## config.mk

```make
export PLATFORM = sky130hd
export DESIGN_NAME = fetch_stage
export DESIGN_NICKNAME = d
export VERILOG_FILES = /design/src/rtl/fetch_stage.sv
export SDC_FILE = /design/constraint.sdc
export NUM_CORES = 1
export LEC_CHECK = 0
export BUFFER_PORTS_ARGS = -buffer_cell sky130_fd_sc_hd__buf_2
export CORE_ASPECT_RATIO = 0.8
export CORE_UTILIZATION = 35
export DETAILED_ROUTE_END_ITERATION = 16
export PLACE_DENSITY = 0.68
export SETUP_SLACK_MARGIN = 0.3
export SYNTH_ARGS = -nofsm -noshare
export SYNTH_HDL_FRONTEND = slang
export SYNTH_SLANG_ARGS = --single-unit
```

## constraint.sdc

```tcl
create_clock -name clk -period 2.1 [get_ports clk]
set_input_delay 0.525 -clock clk [delete_from_list [all_inputs] [get_ports clk]]
set_output_delay 0.525 -clock clk [all_outputs]
set_load 0.05 [all_outputs]
```

## src/rtl/fetch_stage.sv

```systemverilog
// Instruction-fetch stage: PC register, fetch address, IF/ID register, fault flags and statistics counters.
// Latency: one cycle from a PC value to its instruction in IF/ID; a redirect costs one bubble.
// Backpressure: stall freezes PC and IF/ID; a redirect presented during a stall is ignored.
//
// Ports:
//   clk, reset                 - single clock, synchronous active-high reset
//   stall                      - hazard-unit hold
//   branch_taken/branch_target - ID-stage taken branch and its byte address
//   jump/jump_target           - ID-stage jump and its byte address (wins over branch)
//   inst_addr/inst_in          - combinational instruction-memory port
//   pc                         - current PC
//   if_id_inst/_pc_plus4/_valid - IF/ID pipeline register
//   pc_oob, misalign           - sticky fault flags
//   fetch_count, stall_count, redirect_count - statistics counters
module fetch_stage #(
    parameter int                    data_size = 32,
    parameter logic [data_size-1:0]  reset_pc  = '0,
    parameter int                    mem_size  = 1000
) (
    input  logic                 clk,
    input  logic                 reset,
    input  logic                 stall,
    input  logic                 branch_taken,
    input  logic [data_size-1:0] branch_target,
    input  logic                 jump,
    input  logic [data_size-1:0] jump_target,
    output logic [data_size-1:0] inst_addr,
    input  logic [data_size-1:0] inst_in,
    output logic [data_size-1:0] pc,
    output logic [data_size-1:0] if_id_inst,
    output logic [data_size-1:0] if_id_pc_plus4,
    output logic                 if_id_valid,
    output logic                 pc_oob,
    output logic                 misalign,
    output logic [31:0]          fetch_count,
    output logic [31:0]          stall_count,
    output logic [31:0]          redirect_count
);

    // One extra bit so a memory depth at the top of the PC range still compares correctly.
    localparam logic [data_size:0] MEM_WORDS = (data_size + 1)'(mem_size);

    logic [data_size-1:0] r_pc;
    logic [data_size-1:0] r_if_id_inst;
    logic [data_size-1:0] r_if_id_pc_plus4;
    logic                 r_if_id_valid;
    logic                 r_pc_oob;
    logic                 r_misalign;
    logic [31:0]          r_fetch_count;
    logic [31:0]          r_stall_count;
    logic [31:0]          r_redirect_count;

    logic                 w_redirect;
    logic [data_size-1:0] w_raw_target;
    logic [data_size-1:0] w_target;
    logic [data_size-1:0] w_pc_plus4;
    logic [data_size:0]   w_pc_word;
    logic                 w_pc_out_of_range;

    assign w_redirect   = jump | branch_taken;
    assign w_raw_target = jump ? jump_target : branch_target;
    assign w_target     = {w_raw_target[data_size-1:2], 2'b00};
    assign w_pc_plus4   = r_pc + data_size'(4);
    assign w_pc_word    = {3'b000, r_pc[data_size-1:2]};

    // Once out of range the PC holds, so it stays out of range until a redirect
    // moves it; the range check alone therefore implements the sticky hold and
    // lets an in-range redirect release it.
    assign w_pc_out_of_range = (w_pc_word >= MEM_WORDS);

    always_ff @(posedge clk) begin
        if (reset) begin
            r_pc             <= reset_pc;
            r_if_id_inst     <= '0;
            r_if_id_pc_plus4 <= '0;
            r_if_id_valid    <= 1'b0;
            r_pc_oob         <= 1'b0;
            r_misalign       <= 1'b0;
            r_fetch_count    <= '0;
            r_stall_count    <= '0;
            r_redirect_count <= '0;
        end else if (stall) begin
            r_stall_count <= r_stall_count + 32'd1;
        end else if (w_redirect) begin
            r_pc             <= w_target;
            r_if_id_inst     <= '0;
            r_if_id_pc_plus4 <= '0;
            r_if_id_valid    <= 1'b0;
            r_redirect_count <= r_redirect_count + 32'd1;
            if (w_raw_target[1:0] != 2'b00) begin
                r_misalign <= 1'b1;
            end
        end else if (w_pc_out_of_range) begin
            r_if_id_inst     <= '0;
            r_if_id_pc_plus4 <= '0;
            r_if_id_valid    <= 1'b0;
            r_pc_oob         <= 1'b1;
        end else begin
            r_pc             <= w_pc_plus4;
            r_if_id_inst     <= inst_in;
            r_if_id_pc_plus4 <= w_pc_plus4;
            r_if_id_valid    <= 1'b1;
            r_fetch_count    <= r_fetch_count + 32'd1;
        end
    end

    assign inst_addr      = r_pc;
    assign pc             = r_pc;
    assign if_id_inst     = r_if_id_inst;
    assign if_id_pc_plus4 = r_if_id_pc_plus4;
    assign if_id_valid    = r_if_id_valid;
    assign pc_oob         = r_pc_oob;
    assign misalign       = r_misalign;
    assign fetch_count    = r_fetch_count;
    assign stall_count    = r_stall_count;
    assign redirect_count = r_redirect_count;

endmodule

```

After elaboration in Yosys (flattened, before gate mapping)
Index checks and enable logic that the tools add are counted. Widths: inputs -> output; s select.

Bits in registers: 195. Input bits: 101. Output and inout port bits: 227. Word-level logic and storage cells: 34.

Bitwise logic cells: 4. Mux-type cells: 9. Eq/ne operators: 1. Order comparisons: 1. Add/sub/neg operators: 4. Reductions and logical operators: 6.

Operator list (number): $mux 32 (7); $add 32x1->32 const B (3); $add 32x3->32 const B (1); $ge 30x10->1 const B (1); $reduce_and 3->1 (3); $reduce_and 2->1 (2); $not 1->1 (3); $mux 1 (2); $ne 2x2->1 const B (1); $reduce_bool 2->1 (1); $or 1x1->1 (1).

Longest topological paths before layout
Depth after elaboration: 3. Depth in mapped cells: 8. Gate-level depth less buffers: 6.

Worst setup path after synthesis
OpenSTA, ideal clock, no wires.

Kind: register to register. Start: reg r_fetch_count[6] (netlist: fetch_count[6]). End: reg r_fetch_count[31] (netlist: fetch_count[31]). Path slack: -407 ps. Cell stages (with the launch flop): 8. Data required time: 1979 ps. Period minus slack after synthesis: 2507 ps. Library setup time: 121 ps. Arrival time: 2386 ps. Buffers on the path: 2. Cell sequence: dfxtp_1 and4_1 nand3_2 or3_1 clkbuf_1 buf_2 nor4_1 mux2_2.

Word-level cells in the longest chain between the ends: 1.

Ends and longest elaborated chain: start: declaration (line 49) `logic [31:0] r_fetch_count;`; start signal: assignment (line 103) `r_fetch_count <= r_fetch_count + 32'd1;`; $add 32x1->32 (line 103).

No other way between the ends. A chain may end at the register's enable or synchronous reset.

Worst setup path in the final report
Start: reg r_pc[12] (netlist: inst_addr[12]). End: reg r_fetch_count[28] (netlist: fetch_count[28]).

Word-level cells in the longest chain between the ends: 3.

Ends and longest elaborated chain: start: declaration (line 43) `logic [data_size-1:0] r_pc;`; start signal: assignment (line 73) `r_pc <= reset_pc;`; start signal: assignment (line 85) `r_pc <= w_target;`; start signal: assignment (line 99) `r_pc <= w_pc_plus4;`; $ge 30x10->1 (line 69) `assign w_pc_out_of_range = (w_pc_word >= MEM_WORDS);`; $not 1->1 (no source line); $reduce_and 3->1 (no source line).

No other way between the ends.

==> metrics.txt <==
most frequent cells in the layout buf_2, nor2_1, dfxtp_1; final wirelength roughly 28,000 µm; crit path max fanout 7; yosys warns 0; f_max between 400 and 500 MHz; critical path launch point type register; clock sinks between 150 and 200; final setup fails 0; leakage ~5.4 nW; Initial Utilization around 36%; number of flops mapped to enable cells by yosys 0; Post-CTS Hold Buffers 0; Slew Limit Fails 0; Worst setup EP type register; DRC 0; GRT overflow 0; nets 1,372; Seq cells post-synth 192; DR WL/cell around 17 µm; row count 49; pre-CTS setup slack -0.1853 ns; GRT Overall Usage between 20 and 25%; vias in the first global route 7,534; Via Count just over 8k; antenna violations before repair 1; share of the synthesized area in the top cell type 46.64%; clock-pin slew on the worst setup and hold paths 0.08 ns; Die Y 139.3 µm; TritonCTS clock tree yes; Post-synth ARST share 0%; Via density 5.078; VDD IR max roughly 0.00048 V; post-layout instance area approximately 12,000 µm²; RSZ-0062 raised after global routing yes; number of max-cap violations 0; share of cells above drive strength 1 roughly half; Die Width around 170 µm; H-tree depth 4; final core occ between 50% and 60%; Seq/Total Area, Yosys 46.64%; required time of the critical path between 2 and 2.5 ns; status completed; GP Congestion slightly below 0.9; Final Hold Fails 0; I/O pin count about 330; cts bufs inserted 17; Area contributors post-synth dfxtp_1, nor2_1, xnor2_1, a22o_1, xor2_1; first-pass GRT wire length approximately 43,000 µm; Area Growth Syn to Fin 48.88%; Post-DP Area around 11,000 µm²; most common cell after layout, fill and taps aside buf_2; synthesized area per cell roughly 9.0 µm²; Distinct cells, synth 43; Post-Syn Area about 8200 µm²; WP data arrival 2.41 ns; Post-DRT Antenna Nets 0; fin crit share roughly 98%; port bufs between 300 and 400; Worst-Skew Late Latency between 0.4 and 0.5 ns; Max clock buf depth 2; prevailing post-synth register cell dfxtp_1; P per Cell Area 690.0 nW/µm²; dominant cell type by area after synthesis dfxtp_1; post-DP HPWL roughly 19,000 µm; number of fill cells 2,100; Synth Instances just over 900; CP Class reg2reg; Fin Hold WS 0.2919 ns; Worst Skew approximately 0.018 ns; 1st-iter DRT viols between 400 and 500; worst min path class in2reg; largest net degree at the start of global routing 70; fin crit period about 2.0 ns; die footprint 24,170 µm²; CTS root buf clkbuf_16; r2r setup slk 0.05 ns; total iterations of the first detailed-routing run 6; Setup WS post-layout roughly 0.050 ns; core area 22,810 µm²
[path summary, 6_finish.rpt]
path / depth (start not counted) / to / start
max reg2reg: 6 / fetch_count[28]$_SDFFE_PP0P_ / inst_addr[12]$_SDFFE_PP0P_
min reg2reg: 1 / if_id_pc_plus4[19]$_SDFFE_PP0N_ / if_id_pc_plus4[19]$_SDFFE_PP0N_
min: 2 / if_id_inst[21]$_SDFFE_PP0N_ / inst_in[21]
max: 6 / fetch_count[28]$_SDFFE_PP0P_ / inst_addr[12]$_SDFFE_PP0P_
[registers in the layout, indices dropped and copies added (netlist names)]
name,count
fetch_count,32
if_id_inst,32
redirect_count,32
stall_count,32
if_id_pc_plus4,31
inst_addr,30
if_id_valid,1
misalign,1
pc_oob,1
[Yosys cell counts, drive strengths merged, types with 2 or more instances]
library cell	count
nor2b	5
nor2	120
ha	5
xor2	36
or3	13
or2	3
nor4	29
and3	15
nand2	45
and2	28
clkbuf	45
nand3	34
mux2	4
nor3	15
o31ai	13
o21ai	15
and4	15
or4	13
a221oi	2
a22oi	19
a311oi	3
a21oi	32
a211oi	25
buf	48
inv	22
dfxtp	192
a222oi	3
mux2i	6
a22o	37
nand4	25
xnor2	42
a41oi	2
[critical path, stage by stage (launching register included)]
cell and delay, ns:
dfxtp_4 0.36, nor4_4 0.26, o211ai_1 0.14, buf_4 0.20, or3_4 0.41, or4_1 0.48, a21oi_1 0.13
[cells by family (layout without fill, tap and decap cells)]
family / Yosys count / after routing / synth area share, %
xor+xnor: 78 / 78 / 8.289
simple gates: 361 / 362 / 22.64
compound gates: 154 / 154 / 13.36
mux: 10 / 10 / 1.275
fa+ha+maj: 5 / 5 / 0.7591
flops: 192 / 192 / 46.64
buf+inv: 115 / 474 / 6.999
other cells: 1 / 5 / 0.04550
[through the flow]
step	total power [mW]	instances	TNS, ns
final	8.467	1586	0
after global routing	8.794	1586	-0.2005
after CTS	8.527	1582	0
after detailed placement	4.911	1523	-2.207
after global placement	4.902	1523	-1.587
after floorplan	4.572	919	0
[what timing repair did]
item / 4_1_cts / 5_1_grt
pin swaps: 48 / 23
buffers inserted: 18 / 3
resized for setup: 93 / 40
endpoints found under the setup margin: 105 / 110
gates cloned: 9 / 0
[where the power goes]
| group | internal (mW) | total (mW) | switching [mW] |
|---|---|---|---|
| registers | 3.67 | 3.74 | 0.0704 |
| logic | 0.478 | 1.36 | 0.884 |
| clock network | 1.80 | 3.37 | 1.56 |
| total | 5.95 | 8.47 | 2.52 |
[routing by layer]
layer | track usage [%] | vias to the layer above | part of all wire (%)
li1 | - | 3927 | -
met1 | 28.93 | 3833 | 44
met2 | 36.06 | 261 | 48
met3 | 5.109 | 32 | 6.1
met4 | 8.244 | 0 | 2.3
met5 | 0 | - | 0
[cell type report]
class,instances,area [µm²],share of cell area [%]
sequential,192,4061,33.10
clock buffer,18,429.2,3.498
timing repair buffer,420,2659,21.67
inverter,22,82.58,0.6730
multi-input combinational,613,4482,36.52
tap,306,382.9,3.120
antenna,1,2.502,0.02039
clock inverter,14,171.4,1.397
Power figures use the tool's default switching activity.
